$ cat config.mk
export PLATFORM = sky130hd
export DESIGN_NAME = uart_stim_gen
export DESIGN_NICKNAME = d
export VERILOG_FILES = /design/src/rtl/uart_stim_gen.sv
export SDC_FILE = /design/constraint.sdc
export NUM_CORES = 1
export LEC_CHECK = 0
export CAP_MARGIN = 20
export CORE_UTILIZATION = 61
export CTS_CLUSTER_SIZE = 40
export DETAILED_ROUTE_END_ITERATION = 10
export PLACE_DENSITY = 0.8
export SLEW_MARGIN = 20
export SYNTH_ARGS = -nofsm -noshare
export SYNTH_HDL_FRONTEND = slang
export SYNTH_HIERARCHICAL = 1
export SYNTH_SLANG_ARGS = --single-unit
$ cat constraint.sdc
create_clock -name clk_i -period 5.2 [get_ports clk_i]
set_clock_uncertainty 0.1 [all_clocks]
set_input_delay 1.3 -clock clk_i [delete_from_list [all_inputs] [get_ports clk_i]]
set_output_delay 1.3 -clock clk_i [all_outputs]
set_load 0.01 [all_outputs]
$ cat src/rtl/uart_stim_gen.sv
// Multi-channel UART frame generator for self-test and bench stimulus.
// One uart_stim_ch lane per TX line; lanes share config inputs but latch them independently.

module uart_stim_ch #(
  parameter int         DIV_W  = 16,
  parameter int         GAP_W  = 16,
  parameter int         CNT_W  = 16,
  parameter logic [7:0] CH_OFS = 8'd0
) (
  input  logic             clk_i,
  input  logic             rst_n_i,
  input  logic             en_i,
  input  logic [DIV_W-1:0] div_i,
  input  logic [GAP_W-1:0] gap_i,
  input  logic [1:0]       mode_i,
  input  logic [7:0]       start_char_i,
  input  logic [7:0]       seq_len_i,
  input  logic             parity_en_i,
  input  logic             parity_odd_i,
  input  logic             stop2_i,
  output logic             tx_o,
  output logic             busy_o,
  output logic             frame_done_o,
  output logic [CNT_W-1:0] frame_cnt_o
);
  typedef enum logic [2:0] {S_IDLE, S_START, S_DATA, S_PAR, S_STOP, S_GAP} state_e;

  typedef struct packed {
    logic [DIV_W-1:0] div;
    logic [GAP_W-1:0] gap;
    logic [1:0]       mode;
    logic             par_en;
    logic             par_odd;
    logic             stop2;
    logic [7:0]       data;
  } frame_t;

  state_e           state_q, state_d;
  frame_t           frm_q, frm_d, frm_new;
  logic [DIV_W-1:0] cnt_q, cnt_d, div_c;
  logic [GAP_W-1:0] gap_q, gap_d;
  logic [2:0]       bit_q, bit_d;
  logic [7:0]       idx_q, idx_d, lfsr_q, lfsr_d;
  logic [7:0]       base, seed, seq_last;
  logic             seed_pend_q, seed_pend_d;
  logic [1:0]       mode_prev_q, mode_prev_d;
  logic [CNT_W-1:0] fcnt_q, fcnt_d;
  logic             bit_end, last_stop, launch, reseed;

  // Fibonacci form of x^8+x^6+x^5+x^4+1
  function automatic logic [7:0] lfsr_step(input logic [7:0] s);
    return {s[6:0], s[7] ^ s[5] ^ s[4] ^ s[3]};
  endfunction

  always_ff @(posedge clk_i or negedge rst_n_i) begin
    if (!rst_n_i) state_q <= S_IDLE;
    else          state_q <= state_d;
  end

  // LFSR seeding is deferred to the first cycle after reset so the seed can follow start_char_i
  always_ff @(posedge clk_i or negedge rst_n_i) begin
    if (!rst_n_i) begin
      frm_q       <= '0;
      cnt_q       <= '0;
      gap_q       <= '0;
      bit_q       <= '0;
      idx_q       <= '0;
      lfsr_q      <= 8'h01;
      seed_pend_q <= 1'b1;
      mode_prev_q <= '0;
      fcnt_q      <= '0;
    end else begin
      frm_q       <= frm_d;
      cnt_q       <= cnt_d;
      gap_q       <= gap_d;
      bit_q       <= bit_d;
      idx_q       <= idx_d;
      lfsr_q      <= lfsr_d;
      seed_pend_q <= seed_pend_d;
      mode_prev_q <= mode_prev_d;
      fcnt_q      <= fcnt_d;
    end
  end

  // Pattern state; idx/lfsr advance on the final stop cycle so a back-to-back latch sees the new value
  always_comb begin
    base      = start_char_i + CH_OFS;
    seed      = (base == 8'd0) ? 8'h01 : base;
    reseed    = seed_pend_q || (mode_i == 2'd1 && mode_prev_q != 2'd1);
    seq_last  = (seq_len_i == 8'd0) ? 8'd0 : seq_len_i - 8'd1;
    bit_end   = (cnt_q == '0);
    last_stop = (state_q == S_STOP) && bit_end && (!frm_q.stop2 || bit_q[0]);
    idx_d     = idx_q;
    if (last_stop && (frm_q.mode == 2'd0 || frm_q.mode == 2'd3))
      idx_d = (idx_q == seq_last) ? 8'd0 : idx_q + 8'd1;
    lfsr_d = lfsr_q;
    if (reseed)                              lfsr_d = seed;
    else if (last_stop && frm_q.mode == 2'd1) lfsr_d = lfsr_step(lfsr_q);
    div_c           = (div_i < DIV_W'(2)) ? DIV_W'(2) : div_i;
    frm_new.div     = div_c;
    frm_new.gap     = gap_i;
    frm_new.mode    = mode_i;
    frm_new.par_en  = parity_en_i;
    frm_new.par_odd = parity_odd_i;
    frm_new.stop2   = stop2_i;
    case (mode_i)
      2'd1:    frm_new.data = lfsr_d;
      2'd2:    frm_new.data = base;
      default: frm_new.data = base + idx_d;
    endcase
  end

  always_comb begin
    state_d = state_q;
    launch  = 1'b0;
    case (state_q)
      S_IDLE:  launch = en_i;
      S_START: if (bit_end) state_d = S_DATA;
      S_DATA:  if (bit_end && bit_q == 3'd7) state_d = frm_q.par_en ? S_PAR : S_STOP;
      S_PAR:   if (bit_end) state_d = S_STOP;
      S_STOP: begin
        if (last_stop) begin
          if (frm_q.gap != '0) state_d = S_GAP;
          else if (en_i)       launch  = 1'b1;
          else                 state_d = S_IDLE;
        end
      end
      S_GAP: begin
        if (gap_q == '0) begin
          if (en_i) launch  = 1'b1;
          else      state_d = S_IDLE;
        end
      end
      default: state_d = S_IDLE;
    endcase
    if (launch) state_d = S_START;
  end

  always_comb begin
    cnt_d       = cnt_q;
    gap_d       = gap_q;
    bit_d       = bit_q;
    frm_d       = frm_q;
    seed_pend_d = 1'b0;
    mode_prev_d = mode_i;
    fcnt_d      = fcnt_q + CNT_W'(last_stop);
    if (state_q != S_IDLE && state_q != S_GAP)
      cnt_d = bit_end ? frm_q.div - DIV_W'(1) : cnt_q - DIV_W'(1);
    // bit_q wraps 7->0 leaving DATA, so STOP counts its bits from 0
    if ((state_q == S_DATA || state_q == S_STOP) && bit_end) bit_d = bit_q + 3'd1;
    if (last_stop)              gap_d = frm_q.gap - GAP_W'(1);
    else if (state_q == S_GAP)  gap_d = gap_q - GAP_W'(1);
    if (launch) begin
      frm_d = frm_new;
      cnt_d = div_c - DIV_W'(1);
      bit_d = '0;
    end
  end

  always_comb begin
    tx_o = 1'b1;
    case (state_q)
      S_START: tx_o = 1'b0;
      S_DATA:  tx_o = frm_q.data[bit_q];
      S_PAR:   tx_o = (^frm_q.data) ^ frm_q.par_odd;
      default: tx_o = 1'b1;
    endcase
    busy_o       = (state_q != S_IDLE);
    frame_done_o = last_stop;
    frame_cnt_o  = fcnt_q;
  end
endmodule

module uart_stim_gen #(
  parameter int NUM_CH = 2,
  parameter int DIV_W  = 16,
  parameter int GAP_W  = 16,
  parameter int CNT_W  = 16
) (
  input  logic                    clk_i,
  input  logic                    rst_n_i,
  input  logic [NUM_CH-1:0]       en_i,
  input  logic [DIV_W-1:0]        div_i,
  input  logic [GAP_W-1:0]        gap_i,
  input  logic [1:0]              mode_i,
  input  logic [7:0]              start_char_i,
  input  logic [7:0]              seq_len_i,
  input  logic                    parity_en_i,
  input  logic                    parity_odd_i,
  input  logic                    stop2_i,
  output logic [NUM_CH-1:0]       tx_o,
  output logic [NUM_CH-1:0]       busy_o,
  output logic [NUM_CH-1:0]       frame_done_o,
  output logic [NUM_CH*CNT_W-1:0] frame_cnt_o
);
  for (genvar g = 0; g < NUM_CH; g++) begin : g_ch
    uart_stim_ch #(
      .DIV_W (DIV_W),
      .GAP_W (GAP_W),
      .CNT_W (CNT_W),
      .CH_OFS(8'(g))
    ) u_ch (
      .clk_i       (clk_i),
      .rst_n_i     (rst_n_i),
      .en_i        (en_i[g]),
      .div_i       (div_i),
      .gap_i       (gap_i),
      .mode_i      (mode_i),
      .start_char_i(start_char_i),
      .seq_len_i   (seq_len_i),
      .parity_en_i (parity_en_i),
      .parity_odd_i(parity_odd_i),
      .stop2_i     (stop2_i),
      .tx_o        (tx_o[g]),
      .busy_o      (busy_o[g]),
      .frame_done_o(frame_done_o[g]),
      .frame_cnt_o (frame_cnt_o[g*CNT_W +: CNT_W])
    );
  end
endmodule

* Yosys cells after proc, flatten, opt, wreduce, memory -nomap -nowiden
Cells that the tools add are included.
** Cells by class
- Add/sub/neg operators :: 19
- Multiply operators :: 0
- Divide/modulo/power cells :: 0
- Magnitude comparators :: 3
- Equality and inequality tests :: 35
- Shift operators :: 0
- Muxes and demuxes :: 64
- Bitwise operators :: 8
- Reduce and logical (&&, ||, !) cells :: 49
** Operators with widths (number)
- $mux 16 :: 11
- $sub 16x1->16 const B :: 9
- $mux 8 :: 11
- $mux 3 :: 22
- $logic_not 16->1 :: 4
- $pmux 3 s6 :: 2
- $add 16x1->16 :: 2
- $pmux 8 s2 :: 2
- $reduce_bool 16->1 :: 2
- $ne 3x1->1 const B :: 10
- $add 8x1->8 const B :: 3
- $logic_not 8->1 :: 3
- $eq 3x3->1 const B :: 6
- $add 8x8->8 :: 2
- $eq 8x8->1 :: 2
- $lt 16x2->1 const B :: 1
- $reduce_xor 8->1 :: 2
- $logic_and 1x1->1 :: 15
- $eq 3x2->1 const B :: 4
- $pmux 1 s3 :: 4
- $reduce_and 6->1 :: 2
- $reduce_bool 2->1 :: 6
- $mux 1 :: 10
- $lt 3x4->1 const B :: 2
- other kinds (14) :: 41
** Word-level totals
- Register bits after elaboration :: 233
- Bits in latches :: 0
- Bits in writable memories :: 0
- Bits in read-only memories :: 0
- Input bits :: 57
- Output and inout bits :: 38
- Logic and storage cells :: 208
- Memories kept :: 0

* Depth between registers and ports, before layout
Gate-level depths: netlist of run 1.
- Word-level depth :: 7
- Depth in mapped cells :: 20
- Gate-level depth less buffers :: 18

* Modules after synthesis
Netlist of run 1, hierarchy kept.
** By module, submodules not included
- uart_stim_ch (g_ch[1].u_ch) :: times used 1, cells each 896, area each 7637.3 µm², sequential area each 2955.3 µm²
- uart_stim_ch (g_ch[0].u_ch) :: times used 1, cells each 868, area each 7500.9 µm², sequential area each 2955.3 µm²

* Least setup slack after synthesis of run 1
OpenSTA, ideal clock, no wires.
- Path kind :: input to register
- Start point :: in seq_len_i[0]
- End point :: reg g_ch[1].u_ch/frm_q[7] in the netlist's numbering
- Setup time :: 125 ps
- Arrival :: 4829 ps
- Data required time :: 4975 ps
- Path slack :: 146 ps
- Stages on the path :: 19
- Cell sequence :: inv_1 -> ha_1 -> or3b_1 -> or3_1 -> and3b_1 -> o2111ai_1 -> nor4_2 -> buf_4 -> nor2_1 -> ha_1 -> a21o_1 -> a21oi_1 -> o21bai_1 -> a21oi_1 -> nor2_1 -> a22o_1 -> a2111oi_4 -> xnor2_1 -> o21ai_1
** Between the ends
- Word-level cells in the longest chain between the ends :: 7
- Elaborated cells on any way between the ends :: 8
- Classes of those cells :: 2 x add/sub; 1 x eq/ne; 4 x mux; 1 x reduce/logical
** Ends and longest elaborated chain
- from (decl) :: line 187 : input logic [7:0] seq_len_i,
- $sub 8x1->8 / $logic_not 8->1 (equally long branches) :: line 90 : seq_last = (seq_len_i == 8'd0) ? 8'd0 : seq_len_i - 8'd1;
- $mux 8 * :: line 90
- $eq 8x8->1 * :: line 95 : idx_d = (idx_q == seq_last) ? 8'd0 : idx_q + 8'd1;
- $mux 8 * :: line 95
- $mux 8 * :: line 94 : if (last_stop && (frm_q.mode == 2'd0 || frm_q.mode == 2'd3))
- net g_ch[1].u_ch.idx_d[1] :: line 43 : logic [7:0] idx_q, idx_d, lfsr_q, lfsr_d;
- $add 8x8->8 * :: line 109 : default: frm_new.data = base + idx_d;
- $pmux 8 s2 * :: line 106 : case (mode_i)
- to (signal assigned) :: line 73 : frm_q <= frm_d;
- to (decl) :: line 39 : frame_t frm_q, frm_d, frm_new;
Mark *: on every way through the listed nets, which the timed path passes. The rest lies on a longest branch.
A chain may end at the register's enable or synchronous reset.

* Worst setup path after layout of run 1
- Start point :: in seq_len_i[0]
- End point :: reg g_ch[0].u_ch/frm_q[7] in the netlist's numbering
** Between the ends
- Word-level cells in the longest chain between the ends :: 7
- Elaborated cells on any way between the ends :: 8
- Classes of those cells :: 2 x add/sub; 1 x eq/ne; 4 x mux; 1 x reduce/logical
** Ends and longest elaborated chain (line)
- $sub 8x1->8 / $logic_not 8->1 (equally long branches) :: 90
- $mux 8 * :: 90
- $eq 8x8->1 * :: 95
- $mux 8 * :: 95
- $mux 8 * :: 94
- net g_ch[0].u_ch.idx_d[4] :: 43
- $add 8x8->8 * :: 109
- $pmux 8 s2 * :: 106
- to (signal assigned) :: 73
- to (decl) :: 39
Marks and branches as above.

==> results of run 1 <==
[synth_stat cells (6+ instances only)]
cell | count | share of area [%]
or2_2 | 8 | 0.33
buf_1 | 8 | 0.20
a31oi_1 | 15 | 0.62
nand2_1 | 303 | 7.5
o211ai_1 | 11 | 0.55
o31ai_1 | 19 | 0.94
clkbuf_1 | 47 | 1.2
nand3b_1 | 6 | 0.30
or4_1 | 17 | 0.84
nor3_1 | 64 | 2.1
ha_1 | 41 | 3.4
buf_2 | 20 | 0.66
and3_1 | 19 | 0.79
mux2i_1 | 39 | 2.6
xnor2_1 | 97 | 5.6
a221oi_1 | 15 | 0.87
nand2b_1 | 8 | 0.33
or3_1 | 30 | 1.2
o21a_1 | 6 | 0.30
nand3_1 | 39 | 1.3
nor2_1 | 190 | 4.7
a22o_1 | 6 | 0.35
a221o_1 | 6 | 0.40
a211oi_1 | 13 | 0.64
a21oi_1 | 128 | 4.2
inv_1 | 34 | 0.84
nor2b_1 | 7 | 0.29
a211o_1 | 7 | 0.41
nand4_1 | 17 | 0.70
o21ai_1 | 6 | 0.20
nor4_1 | 23 | 0.95
dfrtp_1 | 232 | 38
o21ai_0 | 71 | 2.3
xor2_1 | 66 | 3.8
a21o_1 | 17 | 0.84
[worst paths after layout]
| check | endpoint | slack (ns) | cells after the start |
|---|---|---|---|
| max | g_ch[0].u_ch/frm_q[7]$_DFFE_PN0N_ | 0.18 | 20 |
| min | g_ch[1].u_ch/frame_cnt_o[15]$_DFF_PN0_ | 0.38 | 1 |
| max reg2reg | g_ch[0].u_ch/cnt_q[14]$_DFFE_PN0P_ | 0.48 | 14 |
| min reg2reg | g_ch[1].u_ch/frame_cnt_o[15]$_DFF_PN0_ | 0.38 | 1 |
| max in group asynchronous | g_ch[1].u_ch/frm_q[39]$_DFFE_PN0N_ | 3.35 | 2 |
| min in group asynchronous | g_ch[0].u_ch/frame_cnt_o[9]$_DFF_PN0_ | 0.71 | 1 |
[sequential cells by signal, summed over array words and instances, names as in the netlist]
register / count
g_ch.u_ch/idx_q: 16
g_ch.u_ch/seed_pend_q: 2
g_ch.u_ch/state_q: 6
g_ch.u_ch/bit_q: 6
g_ch.u_ch/gap_q: 32
g_ch.u_ch/frame_cnt_o: 32
g_ch.u_ch/frm_q: 90
g_ch.u_ch/mode_prev_q: 4
g_ch.u_ch/lfsr_q: 16
g_ch.u_ch/cnt_q: 32
[report_power, final]
group	total [µW]	switching [µW]	internal, µW
Clock	1980	775	1200
Sequential	3110	686	2430
Combinational	3260	1880	1380
Total	8350	3340	5010
[final cells by class]
cell class              count  area, µm²
flip-flops and latches    236       5910
well taps                 324        405
repair buffers            200       1750
multi-input cells        1415       8850
clock buffers              38        787
fillers                  1807       6330
inverters                  36        135
clock inverters            12        146
[cells by family after synthesis]
logic type,Yosys count,share of synthesized area [%]
and+or+nand+nor,776,24.4
AOI/OAI and AO/OA,384,16.9
DFF,236,39.0
xor gates and xnor gates,164,9.54
buffers and inverters,113,3.02
muxes,46,3.40
adders and majority gates,43,3.65
other,2,0.0496
[metal layers]
metal  vias up  share of wire [%]  wire length (µm)
li1       6599                  -                 -
met1      6710                 42             17200
met2       525                 48             19500
met3       103                6.2              2540
met4         0                3.6              1480
met5         -                  0                 0
[per-stage QoR]
step	TNS, ns	worst slack (ns)	instance area, µm²
6_report	0	0.181	18000
5_1_grt	-0.0498	-0.0325	18000
4_1_cts	0	0.124	17900
3_5_place_dp	-1.76	-0.414	17000
3_3_place_gp	-0.887	-0.263	17000
2_1_floorplan	0	0.146	15100
==> results.toml, run 1 <==
[logic_synthesis]
synth.distinct_cells = 95
ys_seq_elements = 236
synthesis.nets = 1864
yosysSeqAreaShare_pct = 39.0
postSynth.topFlopCell = "dfrtp_1"
syn_avg_cell_area_um2 = 8.58
syn_area_um2 = 15100
yosysWarnings = 6
synthCells = 1764
synthArstFlopShare_pct = 100
synth_edf_count = 0

[timing]
whs_ns = 0.375
period_share_pct = 96.5
timing.fmax_mhz = 199
min_period_ns = 5.02
hold_viol = 0
finalMaxSlewViolations = 0
setup_violations = 0
slew_headroom_pct = 22.9
worst_pin_slew_ns = 1.16

[clocking]
cts_resized = 0
cts_setup_buffers = 0
cts_sinks = 236
hold_buffers = 0
clock_latency_ns = 0.54
root_buffer = "clkbuf_16"
numCtsBuffers = 27
clkTransAtPathRegs_ns = 0.06
clockBufferDepth = 3
cts_tree = "done"
cts-htree-levels = 1

[finish]
fin_util_pct = 74.0
syn_to_final_growth_pct = 18.8
final_common_cell = "nand2_1"
layout_common_cells = "302 x nand2_1, 232 x dfrtp_1, 188 x nor2_1"
final_nets = 2016
layout-drive-gt1-share_pct = 11.4
finalNonFillerCells = 2261
diodes = 0

[critical_path]
critPathLaunch = "seq_len_i[0]"
startpoint_type = "input port"
cp-end-kind = "register"
path_cells = "clkdlybuf4s50_1 -> buf_4 -> inv_1 -> ha_2 -> nand2b_1 -> or4_4 -> and4b_1 -> mux2i_1 -> o311ai_1 -> and3_2 -> buf_4 -> nor2_1 -> ha_1 -> nand4_1 -> nand4b_1 -> a21o_1 -> a21oi_1 -> xor2_1 -> xnor2_1 -> a221o_1"
arrival_ns = 5.32
crit_required_ns = 5.51
reg2reg_from = "g_ch[0].u_ch/gap_q[9]$_DFFE_PN0P_"
crit_top_cell = "buf_4"
slowest_delay_ns = 0.53
cp_slowest_cell = "or4_4"
worstPathMaxFanout = 5
crit_type = "input port to register"
worst-path-buf-inv = 4
crit_family = "simple AND/OR/NAND/NOR gates"

[global_routing]
grt_pass1_wl_mm = 67.1
antenna_found_initial = 0
met3_usage_pct = 4.56
grt_overflow = 0
grt_pass1_vias = 13500
grt_max_degree = 105
grt.busiest_layer = "met2"
grt_usage_pct = 32.0
use_met1_pct = 42.8
gr-usage-met2_pct = 52.3

[drt]
via_count = 13900
drc = 0
ant_nets = 0
wl_per_cell_um = 18.0
drt_iter0_markers = 1310
via_per_inst = 6.16
firstDrtPassIters = 6
finalWirelength_mm = 40.8

[job]
drv_cap = 0

[power_and_ir_drop]
power_uw = 8350
power_density_nw_per_um2 = 464
max-vdd-ir-drop_mv = 0.359
leakage_uw = 0.00783

[die]
start_util_pct = 62.2
num_rows = 57
io_pins = 95
coreArea_um2 = 24300
dieArea_um2 = 25500
die_h_um = 160
die_w_um = 160

[placement]
placedCellCount = 2211
port_buffers = 94
routabilityCongestion = 0.915
dp_hpwl_mm = 28.9

[outcome]
status = "completed"

[hold_path]
hp-class = "register to register"
min_from = "g_ch[1].u_ch/frame_cnt_o[15]$_DFF_PN0_"
Power figures use the tool's default switching activity.
==> run 2: changes to the inputs <==
- CORE_UTILIZATION: 61 -> 54
- PLACE_DENSITY: 0.8 -> 0.72
==> results.toml, run 2 (synthesis results as in run 1) <==
[finish]
diodes = 0
layout_common_cells = "302 x nand2_1, 232 x dfrtp_1, 187 x nor2_1"
nFillCells = 2293
layout-drive-gt1-share_pct = 11.5
largest_reg_flops = 90
ff_latch_area_um2 = 5910
largest-register = "g_ch.u_ch/frm_q"
fin_util_pct = 66.3
final_common_cell = "nand2_1"
final_nets = 2019
multi_input_comb_area_um2 = 8850
syn_to_final_growth_pct = 19.3

[clocking]
root_buffer = "clkbuf_16"
clock_latency_ns = 0.55
cts-htree-levels = 1
cts_tree = "done"
clockBufferDepth = 3
hold_buffers = 0
numCtsBuffers = 27
clkTransAtPathRegs_ns = 0.06
cts_sinks = 236

[die]
dieArea_um2 = 28700
die_h_um = 169
die_w_um = 169
num_rows = 60
coreArea_um2 = 27300
io_pins = 95
start_util_pct = 55.6

[timing]
hold_viol = 0
min_period_ns = 4.99
period_share_pct = 95.9
finalMaxSlewViolations = 0
setup_tns_ns = 0
timing.fmax_mhz = 201
setup_violations = 0
slew_headroom_pct = 22.7
worst_pin_slew_ns = 1.16

[critical_path]
startpoint_type = "input port"
reg2reg_depth = 14
arrival_ns = 5.30
cp-end-kind = "register"
crit_required_ns = 5.52
crit_type = "input port to register"
worstPathMaxFanout = 7

[outcome]
status = "completed"

[power_and_ir_drop]
max-vdd-ir-drop_mv = 0.269
leakage_uw = 0.00783
power_density_nw_per_um2 = 461
power_uw = 8320

[placement]
routabilityCongestion = 0.901
port_buffers = 94
dp_hpwl_mm = 29.3

[global_routing]
grt_pass1_wl_mm = 66.8
grt_overflow = 0
grt_usage_pct = 28.6
grt_max_degree = 79
antenna_found_initial = 0
grt_pass1_vias = 13300

[drt]
drc = 0
firstDrtPassIters = 7
wl_per_cell_um = 17.7
via_per_inst = 5.99
drt_iter0_markers = 1332
finalWirelength_mm = 40.9
via_count = 13900
ant_nets = 0

[job]
drv_cap = 0

[hold_path]
holdPathStages = 1
hp-class = "register to register"
## run 2: metrics by stage
| stage | hold WS [ns] | std cells | cell area, µm² | setup slack, ns |
|---|---|---|---|---|
| finish | 0.365 | 2312 | 18100 | 0.214 |
| global route | 0.378 | 2312 | 18100 | -0.0460 |
| CTS | 0.374 | 2309 | 18000 | 0.0649 |
| detailed placement | 0.366 | 2259 | 17100 | -0.435 |
| global placement | 0.361 | 2259 | 17100 | -0.299 |
| floorplan | 0.346 | 1764 | 15100 | 0.146 |
## run 2: what timing repair did
item                                    in CTS  in global routing
buffers inserted                             0                  3
resized for setup                            0                 15
endpoints found under the setup margin       0                  4
## run 2: power by group
part	switching, µW	leakage [µW]	internal, µW
sequential	676	0.00290	2430
clock	799	0.000453	1180
combinational	1870	0.00448	1380
total	3340	0.00783	4980
## run 2: per-layer routing
metal	up-vias	wire length, µm	share of wire, %	GRT usage [%]
met2	504	19200	47	47.8
met1	6672	18000	44	38.5
met4	0	1160	2.8	9.48
met5	-	0	0	0
met3	81	2480	6.1	3.78
li1	6593	-	-	-
## run 2: final timing paths
| kind | from | endpoint | slack, ns |
|---|---|---|---|
| setup / recovery | seq_len_i[0] | g_ch[1].u_ch/frm_q[7]$_DFFE_PN0N_ | 0.21 |
| hold / removal | g_ch[1].u_ch/frame_cnt_o[15]$_DFF_PN0_ | g_ch[1].u_ch/frame_cnt_o[15]$_DFF_PN0_ | 0.37 |
| setup reg to reg | g_ch[0].u_ch/gap_q[9]$_DFFE_PN0P_ | g_ch[0].u_ch/cnt_q[14]$_DFFE_PN0P_ | 0.43 |
| hold reg to reg | g_ch[1].u_ch/frame_cnt_o[15]$_DFF_PN0_ | g_ch[1].u_ch/frame_cnt_o[15]$_DFF_PN0_ | 0.37 |
| max in group asynchronous | rst_n_i | g_ch[1].u_ch/frame_cnt_o[7]$_DFF_PN0_ | 3.34 |
| min in group asynchronous | rst_n_i | g_ch[0].u_ch/frame_cnt_o[10]$_DFF_PN0_ | 0.59 |
## run 2: final cells by class
cell class / instances / area share [%]
Clock inverter: 14 / 0.928
Timing Repair Buffer: 203 / 9.83
Clock buffer: 36 / 4.20
Tap cell: 372 / 2.58
Sequential cell: 236 / 32.7
Multi-Input combinational cell: 1415 / 49.0
Inverter: 36 / 0.748
## run 2: critical path: stages
cell	delay (ns)
clkdlybuf4s50_1	0.41
inv_1	0.08
ha_2	0.23
or3b_1	0.37
or3_1	0.33
a21boi_1	0.13
o2111ai_1	0.13
nor4_2	0.40
buf_4	0.18
buf_4	0.11
nor2_1	0.05
ha_1	0.28
inv_1	0.06
o21bai_1	0.19
a21oi_2	0.09
or3b_2	0.47
nor3_2	0.18
a2111oi_4	0.08
xnor2_1	0.14
o21ai_1	0.07
